[src/rtl/acc_pkg.sv]
// Shared encodings for the accumulator machine: opcodes, controller states,
// mux/ALU select codes and the control word the controller drives each cycle.
package acc_pkg;

  localparam int OPW    = 4;
  localparam int STATEW = 4;

  localparam logic [OPW-1:0] OP_LW   = 4'h0;
  localparam logic [OPW-1:0] OP_SW   = 4'h1;
  localparam logic [OPW-1:0] OP_ADD  = 4'h2;
  localparam logic [OPW-1:0] OP_SUB  = 4'h3;
  localparam logic [OPW-1:0] OP_ADDI = 4'h4;
  localparam logic [OPW-1:0] OP_AND  = 4'h5;
  localparam logic [OPW-1:0] OP_OR   = 4'h6;
  localparam logic [OPW-1:0] OP_BEQZ = 4'h7;
  localparam logic [OPW-1:0] OP_JMP  = 4'h8;
  localparam logic [OPW-1:0] OP_PUSH = 4'h9;
  localparam logic [OPW-1:0] OP_POP  = 4'hA;
  localparam logic [OPW-1:0] OP_HALT = 4'hF;

  typedef enum logic [STATEW-1:0] {
    S_FETCH  = 4'd0,
    S_DECODE = 4'd1,
    S_MEMADR = 4'd2,
    S_MEMRD  = 4'd3,
    S_ACCLD  = 4'd4,
    S_MEMWR  = 4'd5,
    S_ALUEX  = 4'd6,
    S_ACCWB  = 4'd7,
    S_BRANCH = 4'd8,
    S_JUMP   = 4'd9,
    S_SPDEC  = 4'd10,
    S_PUSHWR = 4'd11,
    S_POPADR = 4'd12,
    S_POPRD  = 4'd13,
    S_HALT   = 4'd15
  } state_t;

  localparam logic [2:0] SRCA_PC  = 3'd0;
  localparam logic [2:0] SRCA_ACC = 3'd1;
  localparam logic [2:0] SRCA_SP  = 3'd2;

  localparam logic [3:0] SRCB_CONST2 = 4'd0;
  localparam logic [3:0] SRCB_SE     = 4'd1;
  localparam logic [3:0] SRCB_MDR    = 4'd2;
  localparam logic [3:0] SRCB_ZE     = 4'd3;
  localparam logic [3:0] SRCB_SL1    = 4'd4;

  localparam logic [2:0] ALU_ADD   = 3'd0;
  localparam logic [2:0] ALU_SUB   = 3'd1;
  localparam logic [2:0] ALU_AND   = 3'd2;
  localparam logic [2:0] ALU_OR    = 3'd3;
  localparam logic [2:0] ALU_PASSB = 3'd4;

  typedef struct packed {
    logic       pc_write;
    logic       ir_write;
    logic       mem_read;
    logic       mem_write;
    logic       iord;
    logic       acc_write;
    logic       acc_src;
    logic       sp_write;
    logic       aluout_write;
    logic       pc_src;
    logic       halted;
    logic [2:0] src_a;
    logic [3:0] src_b;
    logic [2:0] alu_op;
  } ctrl_t;

  localparam ctrl_t CTRL_IDLE = '0;

  // ALU operation for the accumulator-update instructions in ALUEX.
  function automatic logic [2:0] alu_op_for(input logic [OPW-1:0] opcode);
    case (opcode)
      OP_SUB:  alu_op_for = ALU_SUB;
      OP_AND:  alu_op_for = ALU_AND;
      OP_OR:   alu_op_for = ALU_OR;
      default: alu_op_for = ALU_ADD;
    endcase
  endfunction

endpackage

[src/rtl/acc_ctrl_fsm_decode.sv]
// Combinational state -> control word table. Opcode only selects the ALU
// operation/operand in ALUEX; Zero only gates the branch PC write.
module acc_ctrl_decode
  import acc_pkg::*;
(
  input  state_t         state,
  input  logic [OPW-1:0] opcode,
  input  logic           zero,
  output ctrl_t          ctrl
);

  always_comb begin
    ctrl = CTRL_IDLE;
    case (state)
      S_FETCH: begin
        ctrl.mem_read = 1'b1;
        ctrl.ir_write = 1'b1;
        ctrl.src_a    = SRCA_PC;
        ctrl.src_b    = SRCB_CONST2;
        ctrl.alu_op   = ALU_ADD;
        ctrl.pc_write = 1'b1;
      end
      S_DECODE: begin
        ctrl.src_a        = SRCA_PC;
        ctrl.src_b        = SRCB_SL1;
        ctrl.alu_op       = ALU_ADD;
        ctrl.aluout_write = 1'b1;
      end
      S_MEMADR: begin
        ctrl.src_b        = SRCB_ZE;
        ctrl.alu_op       = ALU_PASSB;
        ctrl.aluout_write = 1'b1;
      end
      S_MEMRD: begin
        ctrl.mem_read = 1'b1;
        ctrl.iord     = 1'b1;
      end
      S_ACCLD: begin
        ctrl.acc_write = 1'b1;
        ctrl.acc_src   = 1'b1;
      end
      S_MEMWR: begin
        ctrl.mem_write = 1'b1;
        ctrl.iord      = 1'b1;
      end
      S_ALUEX: begin
        ctrl.src_a        = SRCA_ACC;
        ctrl.src_b        = (opcode == OP_ADDI) ? SRCB_SE : SRCB_MDR;
        ctrl.alu_op       = alu_op_for(opcode);
        ctrl.aluout_write = 1'b1;
      end
      S_ACCWB: ctrl.acc_write = 1'b1;
      // BEQZ encodes IR[11:0]=0, so ACC - SE(0) sets Zero exactly when ACC==0.
      S_BRANCH: begin
        ctrl.src_a    = SRCA_ACC;
        ctrl.src_b    = SRCB_SE;
        ctrl.alu_op   = ALU_SUB;
        ctrl.pc_write = zero;
        ctrl.pc_src   = 1'b1;
      end
      S_JUMP: begin
        ctrl.pc_write = 1'b1;
        ctrl.pc_src   = 1'b1;
      end
      S_SPDEC: begin
        ctrl.src_a        = SRCA_SP;
        ctrl.src_b        = SRCB_CONST2;
        ctrl.alu_op       = ALU_SUB;
        ctrl.sp_write     = 1'b1;
        ctrl.aluout_write = 1'b1;
      end
      S_PUSHWR: begin
        ctrl.mem_write = 1'b1;
        ctrl.iord      = 1'b1;
      end
      S_POPADR: begin
        ctrl.src_a        = SRCA_SP;
        ctrl.src_b        = SRCB_CONST2;
        ctrl.alu_op       = ALU_ADD;
        ctrl.sp_write     = 1'b1;
        ctrl.aluout_write = 1'b1;
      end
      S_POPRD: begin
        ctrl.mem_read = 1'b1;
        ctrl.iord     = 1'b1;
      end
      S_HALT:  ctrl.halted = 1'b1;
      default: ctrl = CTRL_IDLE;
    endcase
  end

endmodule

[src/rtl/acc_ctrl_fsm.sv]
// Multicycle controller for the 16-bit accumulator datapath: state register,
// next-state sequencing per opcode, and the decoded control outputs.
module acc_ctrl_fsm
  import acc_pkg::*;
(
  input  logic              CLK,
  input  logic              reset,
  input  logic [OPW-1:0]    Opcode,
  input  logic              Zero,
  output logic              PCWrite,
  output logic              IRWrite,
  output logic              MemRead,
  output logic              MemWrite,
  output logic              IorD,
  output logic              ACCWrite,
  output logic              ACCSrc,
  output logic              SPWrite,
  output logic              ALUOutWrite,
  output logic              PCSrc,
  output logic [2:0]        SrcA,
  output logic [3:0]        SrcB,
  output logic [2:0]        ALUOP,
  output logic              Halted,
  output logic [STATEW-1:0] State
);

  state_t state, state_next;
  ctrl_t  ctrl_raw, ctrl;

  always_ff @(posedge CLK or posedge reset) begin
    if (reset) state <= S_FETCH;
    else       state <= state_next;
  end

  always_comb begin
    state_next = S_FETCH;
    case (state)
      S_FETCH:  state_next = S_DECODE;
      S_DECODE: begin
        case (Opcode)
          OP_LW, OP_SW, OP_ADD, OP_SUB, OP_AND, OP_OR: state_next = S_MEMADR;
          OP_ADDI: state_next = S_ALUEX;
          OP_BEQZ: state_next = S_BRANCH;
          OP_JMP:  state_next = S_JUMP;
          OP_PUSH: state_next = S_SPDEC;
          OP_POP:  state_next = S_POPADR;
          OP_HALT: state_next = S_HALT;
          default: state_next = S_FETCH;
        endcase
      end
      S_MEMADR: state_next = (Opcode == OP_SW) ? S_MEMWR : S_MEMRD;
      S_MEMRD:  state_next = (Opcode == OP_LW) ? S_ACCLD : S_ALUEX;
      S_ALUEX:  state_next = S_ACCWB;
      S_SPDEC:  state_next = S_PUSHWR;
      S_POPADR: state_next = S_POPRD;
      S_POPRD:  state_next = S_ACCLD;
      S_HALT:   state_next = S_HALT;
      default:  state_next = S_FETCH;
    endcase
  end

  acc_ctrl_decode u_decode (
    .state  (state),
    .opcode (Opcode),
    .zero   (Zero),
    .ctrl   (ctrl_raw)
  );

  // Reset forces every strobe low at once, not just from the next edge.
  assign ctrl = reset ? CTRL_IDLE : ctrl_raw;

  assign PCWrite     = ctrl.pc_write;
  assign IRWrite     = ctrl.ir_write;
  assign MemRead     = ctrl.mem_read;
  assign MemWrite    = ctrl.mem_write;
  assign IorD        = ctrl.iord;
  assign ACCWrite    = ctrl.acc_write;
  assign ACCSrc      = ctrl.acc_src;
  assign SPWrite     = ctrl.sp_write;
  assign ALUOutWrite = ctrl.aluout_write;
  assign PCSrc       = ctrl.pc_src;
  assign SrcA        = ctrl.src_a;
  assign SrcB        = ctrl.src_b;
  assign ALUOP       = ctrl.alu_op;
  assign Halted      = ctrl.halted;
  assign State       = state;

endmodule

[config.mk]
export PLATFORM = sky130hd
export DESIGN_NAME = acc_ctrl_fsm
export DESIGN_NICKNAME = d
export VERILOG_FILES = /design/src/rtl/acc_pkg.sv /design/src/rtl/acc_ctrl_fsm_decode.sv /design/src/rtl/acc_ctrl_fsm.sv
export SDC_FILE = /design/constraint.sdc
export NUM_CORES = 1
export LEC_CHECK = 0
export BUFFER_PORTS_ARGS = -buffer_cell sky130_fd_sc_hd__buf_4
export CELL_PAD_IN_SITES_DETAIL_PLACEMENT = 1
export CELL_PAD_IN_SITES_GLOBAL_PLACEMENT = 1
export CORE_MARGIN = 5
export CORE_UTILIZATION = 35
export DETAILED_ROUTE_END_ITERATION = 7
export GPL_TIMING_DRIVEN = 0
export PLACE_DENSITY_LB_ADDON = 0.1
export SLEW_MARGIN = 25
export SYNTH_ARGS = -nofsm -noshare
export SYNTH_HDL_FRONTEND = slang
export SYNTH_HIERARCHICAL = 1
export SYNTH_SLANG_ARGS = --single-unit
[constraint.sdc]
create_clock -name CLK -period 2.8 [get_ports CLK]
set_clock_uncertainty 0.1 [all_clocks]
set_input_delay 0.28 -clock CLK [delete_from_list [all_inputs] [get_ports CLK]]
set_output_delay 0.28 -clock CLK [all_outputs]
set_load 0.05 [all_outputs]
==> results of run 1 <==
cells in the mapped netlist, types with 2 or more instances:
| library cell | count |
|---|---|
| a211oi_1 | 2 |
| a21oi_1 | 6 |
| and3_1 | 3 |
| buf_2 | 5 |
| buf_4 | 4 |
| clkbuf_1 | 6 |
| dfrtp_1 | 4 |
| inv_1 | 5 |
| mux2i_1 | 2 |
| nand2_1 | 8 |
| nand2b_1 | 4 |
| nand3_1 | 2 |
| nor2_1 | 3 |
| nor2b_1 | 25 |
| nor3_1 | 7 |
| nor4b_2 | 2 |
| o32ai_1 | 2 |
| xnor2_1 | 2 |
| xor2_1 | 5 |
per-layer routing:
| metal | vias to the layer above | part of all wire (%) | routed length, um | GRT usage, % |
|---|---|---|---|---|
| met5 | - | 0 | 0 | 0 |
| met3 | 4 | 5.6 | 139 | 1.51 |
| met2 | 23 | 51 | 1260 | 26.9 |
| met4 | 0 | 1.2 | 30 | 4.43 |
| met1 | 446 | 42 | 1040 | 16.4 |
| li1 | 478 | - | - | - |
cells by family after synthesis:
logic type / Yosys count / share of synthesized area [%]
AOI/OAI and AO/OA: 21 / 18.3
and+or+nand+nor: 65 / 46.8
DFF: 4 / 11.5
muxes: 3 / 3.60
other: 1 / 0.431
buffers and inverters: 21 / 12.4
xor gates and xnor gates: 7 / 7.05
where the power goes:
part           internal, mW  switching (mW)  leakage (nW)
Sequential           0.0825          0.0581        0.0510
Combinational         0.359           0.611         0.460
Clock                0.0481          0.0265        0.0138
Total                 0.489           0.695         0.525
cell type report:
type	instances	area (um2)	area share [%]
Buffer	16	88.8	7.72
Sequential cell	4	100	8.70
Tap cell	30	37.5	3.26
Clock buffer	3	22.5	1.96
Multi-Input combinational cell	98	666	57.8
Timing Repair Buffer	29	218	18.9
Inverter	5	18.8	1.63
cells in the final DEF (no fill, tap or decap), drive strengths merged:
master   count
nor3         7
mux2i        2
nand2        8
a2111oi      1
dfrtp        4
nor2         4
and3b        1
o21bai       1
inv          5
a211o        1
xor2         5
o221ai       1
a22oi        1
and2         1
nor4         1
o31ai        1
mux2         1
clkbuf       9
nand3b       1
a211oi       2
o22ai        2
or3          1
conb         2
nor2b       25
o21ai        1
nor4b        3
nand2b       5
a221o        1
xnor2        2
nor3b        1
and3         3
o211ai       1
o32ai        2
or4          1
buf         39
or2          1
a21oi        6
nand3        2
critical path, delay by kind of cell, from the launching register on:
| kind | cells | cell delay (ns) |
|---|---|---|
| buffers and inverters | 3 | 0.61 |
| AND/OR/NAND/NOR | 2 | 0.34 |
| flip-flops | 1 | 0.60 |
| XOR/XNOR | 1 | 0.11 |
final timing paths:
check                      startpoint       end
setup / recovery             State[1]   SPWrite
hold / removal                  reset  State[0]
setup reg to reg             State[2]  State[1]
hold reg to reg              State[1]  State[1]
max in group asynchronous       reset  State[2]
min in group CLK            Opcode[2]  State[1]
==> flow_summary_export.csv, run 1 <==
group,metric,value,unit
sta,setup_viol,0,
synthesis,mappedNetlistArea,870,um2
synthesis,synth_area_leader_cell,"nor2b_1",
critical_path,worst_setup_path_start_kind,"register",
drt,drtPass1Iterations,4,
die,fp.dieH,59.8,um
drt,vias,951,
critical_path,slowest_delay,0.60,ns
synthesis,synth.area.top_cells,"nor2b_1 18%, dfrtp_1 12%, xor2_1 5.0%",
pwr,p_per_area,1030,mW/mm2
cells_and_area,syn2layout_area_growth,32.4,%
placement,dp_slack,0.778,ns
synthesis,synth.top_cell.area_share,18.0,%
clock_tree,cts_tree,"yes",
clock_tree,cts_setup_buffers,0,
sta,setup_ws,0.526,ns
critical_path,rr_worst_depth,5,
synthesis,syn_area_per_cell,7.13,um2
placement,gp_congestion,0.746,
clock_tree,h-tree-depth,1,
drt,final_antenna_net_count,0,
drt,wl,2.47,mm
synthesis,synth_ff_type,"dfrtp_1",
global_routing,antenna_found_initial,0,
synthesis,synth.ff_latch_count,4,
drt,wl_per_cell,13.4,um
synthesis,yosysUniqueCellTypes,44,
pwr,ir_drop,0.642,mV
critical_path,critical_path.max_fanout,11,
die,rows,18,
critical_path,cp_slowest_cell,"dfrtp_1",
critical_path,critPathCaptureType,"primary output",
clock_tree,path_clk_slew,0.04,ns
global_routing,grt_first_pass_wirelength,4.01,mm
hold_path,hold_path.class,"in2async",
sta,fin_crit_sh,81.2,%
die,core,0.00243,mm2
sta,fin_hold_ws,0.155,ns
synthesis,async_flop_share,100,%
cells_and_area,postLayoutCoreUtil,47.3,%
placement,place_inst,182,
cells_and_area,largest_reg_flops,4,
die,die_area,0.00358,mm2
die,pin_count,32,
placement,dp_hpwl,1.95,mm
clock_tree,cts_buffer_depth,2,
sta,finalMaxSlewViolations,0,
cells_and_area,nFillCells,324,
outcome,status,"complete, no violations",
critical_path,crit_type,"reg2out",
pwr,leakagePower,0.525,nW
cells_and_area,drive_above_1_share,32.3,%
sta,finalCriticalPeriod,2.27,ns
synthesis,yosysWarnings,6,
clock_tree,cts-resized-gates,0,
drt,drcViolationCount,0,
placement,place_area,0.00113,mm2
cells_and_area,n_antenna_cell,0,
clock_tree,clkSinkCount,4,
pwr,p_total,1.18,mW
synthesis,synthCells,122,
critical_path,arrival,1.89,ns
die,start_util,35.8,%
critical_path,critical_path.cell_chain,"buf_4 -> xnor2_1 -> nor3b_1 -> buf_4 -> nor2b_1 -> buf_4",
clock_tree,cts_buffers,3,
global_routing,grt_pass1_vias,914,
sta,hold_viol_final,0,
cells_and_area,layout.nets,164,
critical_path,required,2.42,ns
sta,fmax,0.440,GHz
global_routing,overflow,0,
cells_and_area,design_area,0.00115,mm2
clock_tree,clock_latency,0.24,ns
sta,fin_tns_setup,0,ns
cells_and_area,finalNonFillerCells,185,
critical_path,crit_path_frequent_cell,"buf_4",
drt,drt_iter0_drc,11,
synthesis,synth_edf_count,0,
drt,vias_per_cell,5.14,
synthesis,synth-seq-area-share,11.5,%
run,maxCapViolations,0,
critical_path,r2r_setup_slack,1.15,ns
die,die_w,59.8,um
sta,tightest_slew,0.925,ns
clock_tree,holdBufCountCts,0,
global_routing,grt_max_degree,12,
sta,slew_headroom,38.2,%
sta,rsz0062_at_grt,"false",
global_routing,grt_usage,14.2,%
placement,portBuffers,29,
clock_tree,root_buffer,"clkbuf_4",
No activity file was read; power rests on OpenSTA's default activity.
==> run 2: changes to the inputs <==
CORE_UTILIZATION = 34   (was 35)
clock period = 2.35 ns   (was 2.8 ns; I/O delays follow)
==> flow_summary_export.csv, run 2 (synthesis gave the netlist of run 1 again) <==
group,metric,value,unit
outcome,status,"complete, no violations",
clock_tree,root_buffer,"clkbuf_4",
cells_and_area,layout.nets,164,
critical_path,critical_path.max_fanout,11,
clock_tree,path_clk_slew,0.04,ns
die,die_w,60.6,um
global_routing,grt_first_pass_wirelength,4.02,mm
sta,finalMaxSlewViolations,0,
die,start_util,35.4,%
critical_path,cp_slowest_cell,"dfrtp_2",
global_routing,grt_pass1_vias,930,
drt,vias,944,
sta,finalCriticalPeriod,2.17,ns
critical_path,crit_path_frequent_cell,"buf_4",
clock_tree,clock_latency,0.23,ns
clock_tree,cts_buffer_depth,2,
die,rows,18,
sta,fin_tns_setup,0,ns
sta,hold_viol_final,0,
pwr,p_clk_share,5.9,%
drt,vias_per_cell,5.10,
drt,dr_wl_met3,137,um
die,pin_count,32,
placement,place_area,0.00115,mm2
critical_path,startpoint,"State[1]",
sta,fmax,0.462,GHz
placement,gp_congestion,0.750,
pwr,pwr-share-comb,81.9,%
drt,wl_per_cell,13.2,um
placement,portBuffers,29,
sta,fin_crit_sh,92.2,%
sta,setup_viol,0,
cells_and_area,drive_above_1_share,38.7,%
hold_path,hold_path.class,"in2async",
run,maxCapViolations,0,
critical_path,slowest_delay,0.49,ns
drt,drt_iter0_drc,20,
critical_path,critPathCaptureType,"primary output",
critical_path,required,2.02,ns
global_routing,grt_usage,13.7,%
cells_and_area,final_common_cell,"buf_4",
pwr,p_int,0.594,mW
sta,rsz0062_at_grt,"false",
drt,wl,2.45,mm
drt,drtPass1Iterations,4,
clock_tree,h-tree-depth,1,
cells_and_area,layout_common_cells,"33 x buf_4, 16 x nor2b_1, 9 x nor2b_2",
pwr,power.net_switching,0.827,mW
critical_path,regToRegStartpoint,"State[2]",
die,die_area,0.00367,mm2
pwr,pwr-share-seq,12.2,%
critical_path,arrival,1.83,ns
pwr,p_per_area,1210,mW/mm2
drt,top_layer,"met3",
pwr,ir_drop,0.942,mV
drt,drcViolationCount,0,
global_routing,overflow,0,
sta,slew_headroom,38.3,%
cells_and_area,largest_reg_flops,4,
die,fp.dieH,60.6,um
drt,final_antenna_net_count,0,
cells_and_area,syn2layout_area_growth,35.1,%
critical_path,crit_type,"reg2out",
clock_tree,cts_tree,"yes",
global_routing,antenna_found_initial,0,
pwr,leakagePower,0.526,nW
clock_tree,clkSinkCount,4,
die,core,0.00245,mm2
critical_path,worst_setup_path_start_kind,"register",
placement,dp_hpwl,1.95,mm
sta,tightest_slew,0.924,ns
cells_and_area,design_area,0.00117,mm2
drt,routedLengthMet1,1.08,mm
pwr,swShare,58.2,%
clock_tree,cts_buffers,3,
drt,dr_wl_met2,1.23,mm
critical_path,critical_path.cell_chain,"buf_4 -> xnor2_1 -> nor3b_1 -> buf_4 -> nor2b_2 -> buf_4",
global_routing,grt_max_degree,12,
cells_and_area,n_antenna_cell,0,
-- run 2: cell counts in the layout (fill, tap and decap cells not counted) --
No cell type changed its count.
-- run 2: final timing paths --
check | to | slack, ns | cells after the start
worst max-delay path | SPWrite | 0.18 | 6
worst min-delay path | State[2] | 0.16 | 3
worst max register to register | State[1] | 0.68 | 5
worst min register to register | State[1] | 0.68 | 4
max in group asynchronous | State[1] | 1.81 | 3
min in group CLK | State[1] | 0.40 | 4
-- run 2: critical path, delay by kind of cell, from the launching register on --
family                 cells  cell delay [ns]
XOR/XNOR                   1             0.14
flip-flops                 1             0.49
buffers and inverters      3             0.57
AND/OR/NAND/NOR            2             0.39
-- run 2: final cells by class --
| type | count | area [um2] |
|---|---|---|
| fill | 340 | 1280 |
| multi-input combinational | 98 | 688 |
| timing repair buffer | 29 | 218 |
| sequential | 4 | 101 |
| buffer | 16 | 88.8 |
| tap | 30 | 37.5 |
| clock buffer | 3 | 22.5 |
| inverter | 5 | 18.8 |
-- run 2: per-stage QoR --
| step | hold slack, ns | instances | util [%] | setup slack, ns | power (mW) |
|---|---|---|---|---|---|
| floorplan | 0.158 | 123 | - | 0.0225 | 1.05 |
| global placement | 0.392 | 182 | 46.9 | 0.405 | 1.32 |
| detailed placement | 0.413 | 182 | 46.9 | 0.314 | 1.34 |
| CTS | 0.168 | 185 | 47.8 | 0.0701 | 1.43 |
| global route | 0.216 | 185 | 47.9 | 0.108 | 1.52 |
| finish | 0.163 | 185 | 47.9 | 0.184 | 1.42 |
-- run 2: repair_timing --
item                       4_1_cts  5_1_grt
hold buffers                     0        0
buffers inserted                 0        0
setup endpoints to repair        0        1
resized for setup                0        1
-- run 2: metal layers --
metal	vias up	global-route usage [%]
met5	-	0
li1	480	-
met2	21	25.2
met1	443	17.2
met3	0	2.13
met4	0	1.86
-- run 2: power by group through the flow --
stage          logic, mW  clock network, mW  registers [mW]
2_1_floorplan      0.804                  0           0.250
3_3_place_gp        1.15                  0           0.170
3_5_place_dp        1.17                  0           0.172
4_1_cts             1.17             0.0852           0.171
5_1_grt             1.24             0.0934           0.181
6_report            1.16             0.0840           0.173
==> run 3: changes to the inputs <==
CORE_ASPECT_RATIO = 0.9   (was default)
CTS_CLUSTER_DIAMETER = 120   (was default)
==> flow_summary_export.csv, run 3 (synthesis gave the netlist of run 1 again) <==
group,metric,value,unit
placement,dp_hpwl,1.96,mm
sta,tightest_slew,0.941,ns
critical_path,worst_setup_path_start_kind,"register",
placement,portBuffers,29,
pwr,power.net_switching,0.831,mW
drt,top_layer,"met3",
sta,fin_tns_setup,0,ns
sta,setup_viol,0,
critical_path,required,2.02,ns
clock_tree,cts_buffers,3,
cells_and_area,largest_reg_flops,4,
clock_tree,h-tree-depth,1,
cells_and_area,layout_common_cells,"33 x buf_4, 16 x nor2b_1, 9 x nor2b_2",
sta,slew_headroom,37.1,%
global_routing,overflow,0,
clock_tree,clkSinkCount,4,
pwr,leakagePower,0.526,nW
pwr,p_per_area,1220,mW/mm2
sta,finalCriticalPeriod,2.12,ns
critical_path,critical_path.cell_chain,"buf_4 -> xnor2_1 -> nor3b_1 -> buf_4 -> nor2b_2 -> buf_4",
sta,finalMaxSlewViolations,0,
drt,drcViolationCount,0,
cells_and_area,drive_above_1_share,38.7,%
critical_path,startpoint,"State[1]",
pwr,ir_drop,0.701,mV
drt,routedLengthMet1,1.28,mm
critical_path,cp_slowest_cell,"dfrtp_2",
sta,fmax,0.471,GHz
clock_tree,clock_latency,0.23,ns
die,core,0.00245,mm2
die,pin_count,32,
critical_path,critPathTopFamily,"buffers and inverters",
sta,fin_crit_sh,90.3,%
critical_path,critical_path.max_fanout,11,
clock_tree,path_clk_slew,0.03,ns
global_routing,grt_first_pass_wirelength,4.13,mm
cells_and_area,layout.nets,164,
placement,gp_congestion,0.742,
die,die_w,63.3,um
critical_path,arrival,1.79,ns
global_routing,grt_max_degree,12,
die,die_area,0.00367,mm2
pwr,p_int,0.594,mW
clock_tree,cts_buffer_depth,2,
drt,drt_iter0_drc,20,
sta,rsz0062_at_grt,"false",
drt,wl_per_cell,13.6,um
hold_path,hold_path.class,"in2async",
global_routing,antenna_found_initial,0,
die,start_util,35.5,%
critical_path,rr_worst_depth,5,
die,rows,17,
clock_tree,cts_tree,"yes",
sta,hold_viol_final,0,
critical_path,path_buf_inv,3,
outcome,status,"complete, no violations",
critical_path,worstSetupPathDepth,6,
drt,vias,933,
die,fp.dieH,58.0,um
drt,wl,2.50,mm
drt,dr_wl_met2,1.11,mm
critical_path,regToRegStartpoint,"State[3]",
cells_and_area,postLayoutCoreUtil,47.9,%
drt,drtPass1Iterations,4,
pwr,swShare,58.3,%
global_routing,grt_usage,13.4,%
cells_and_area,syn2layout_area_growth,34.8,%
drt,final_antenna_net_count,0,
cells_and_area,n_antenna_cell,0,
critical_path,crit_path_frequent_cell,"buf_4",
pwr,pwr-share-seq,12.3,%
cells_and_area,final_common_cell,"buf_4",
global_routing,grt_pass1_vias,939,
pwr,pwr-share-comb,82.0,%
clock_tree,root_buffer,"clkbuf_4",
pwr,p_clk_share,5.7,%
drt,vias_per_cell,5.10,
critical_path,critPathCaptureType,"primary output",
critical_path,slowest_delay,0.49,ns
drt,dr_wl_met3,104,um
critical_path,crit_type,"reg2out",
run,maxCapViolations,0,
-- run 3: cell counts in the layout (fill, tap and decap cells not counted) --
Identical to the previous run, type by type.
-- run 3: worst paths after layout --
| kind | endpoint | slack, ns |
|---|---|---|
| setup reg to reg | State[1] | 0.71 |
| max in group asynchronous | State[1] | 1.85 |
| hold / removal | State[0] | 0.14 |
| setup / recovery | SPWrite | 0.23 |
| hold reg to reg | State[0] | 0.70 |
| min in group CLK | State[1] | 0.39 |
-- run 3: repair_timing --
item,CTS,global route
setup buffers,0,0
resized for setup,0,1
hold endpoints to repair,0,0
endpoints found under the setup margin,0,1
hold buffers,0,0
-- run 3: area by class of cell --
cell class                      instances  area [um2]
Fill cell                             333        1270
Tap cell                               28        35.0
Inverter                                5        18.8
Clock buffer                            3        22.5
Buffer                                 16        88.8
Multi-Input combinational cell         98         688
Sequential cell                         4         101
Timing Repair Buffer                   29         218
-- run 3: per-layer routing --
metal  GRT usage [%]  vias to the layer above
li1                -                      481
met1            17.7                      431
met4            3.56                        0
met2            22.5                       21
met5               0                        -
met3            2.52                        0
-- run 3: power by group through the flow --
stage	clock network (mW)	registers [mW]	logic, mW
2_1_floorplan	0	0.250	0.804
3_3_place_gp	0	0.172	1.15
3_5_place_dp	0	0.174	1.17
4_1_cts	0.0868	0.174	1.17
5_1_grt	0.0910	0.185	1.25
6_report	0.0819	0.175	1.17
-- run 3: through the flow --
step                      worst slack [ns]  hold slack [ns]  cells  power [mW]  instance area, um2
final                                0.229            0.136    183        1.42                1170
after global routing                 0.114            0.190    183        1.53                1170
after CTS                            0.106            0.148    183        1.43                1170
after detailed placement             0.355            0.398    180        1.34                1150
after global placement               0.406            0.384    180        1.32                1150
after floorplan                     0.0225            0.158    123        1.05                 896
-- run 3: worst min-delay path, stage by stage --
cell and delay, ns:
buf_4 0.13, clkbuf_1 0.24, inv_1 0.20
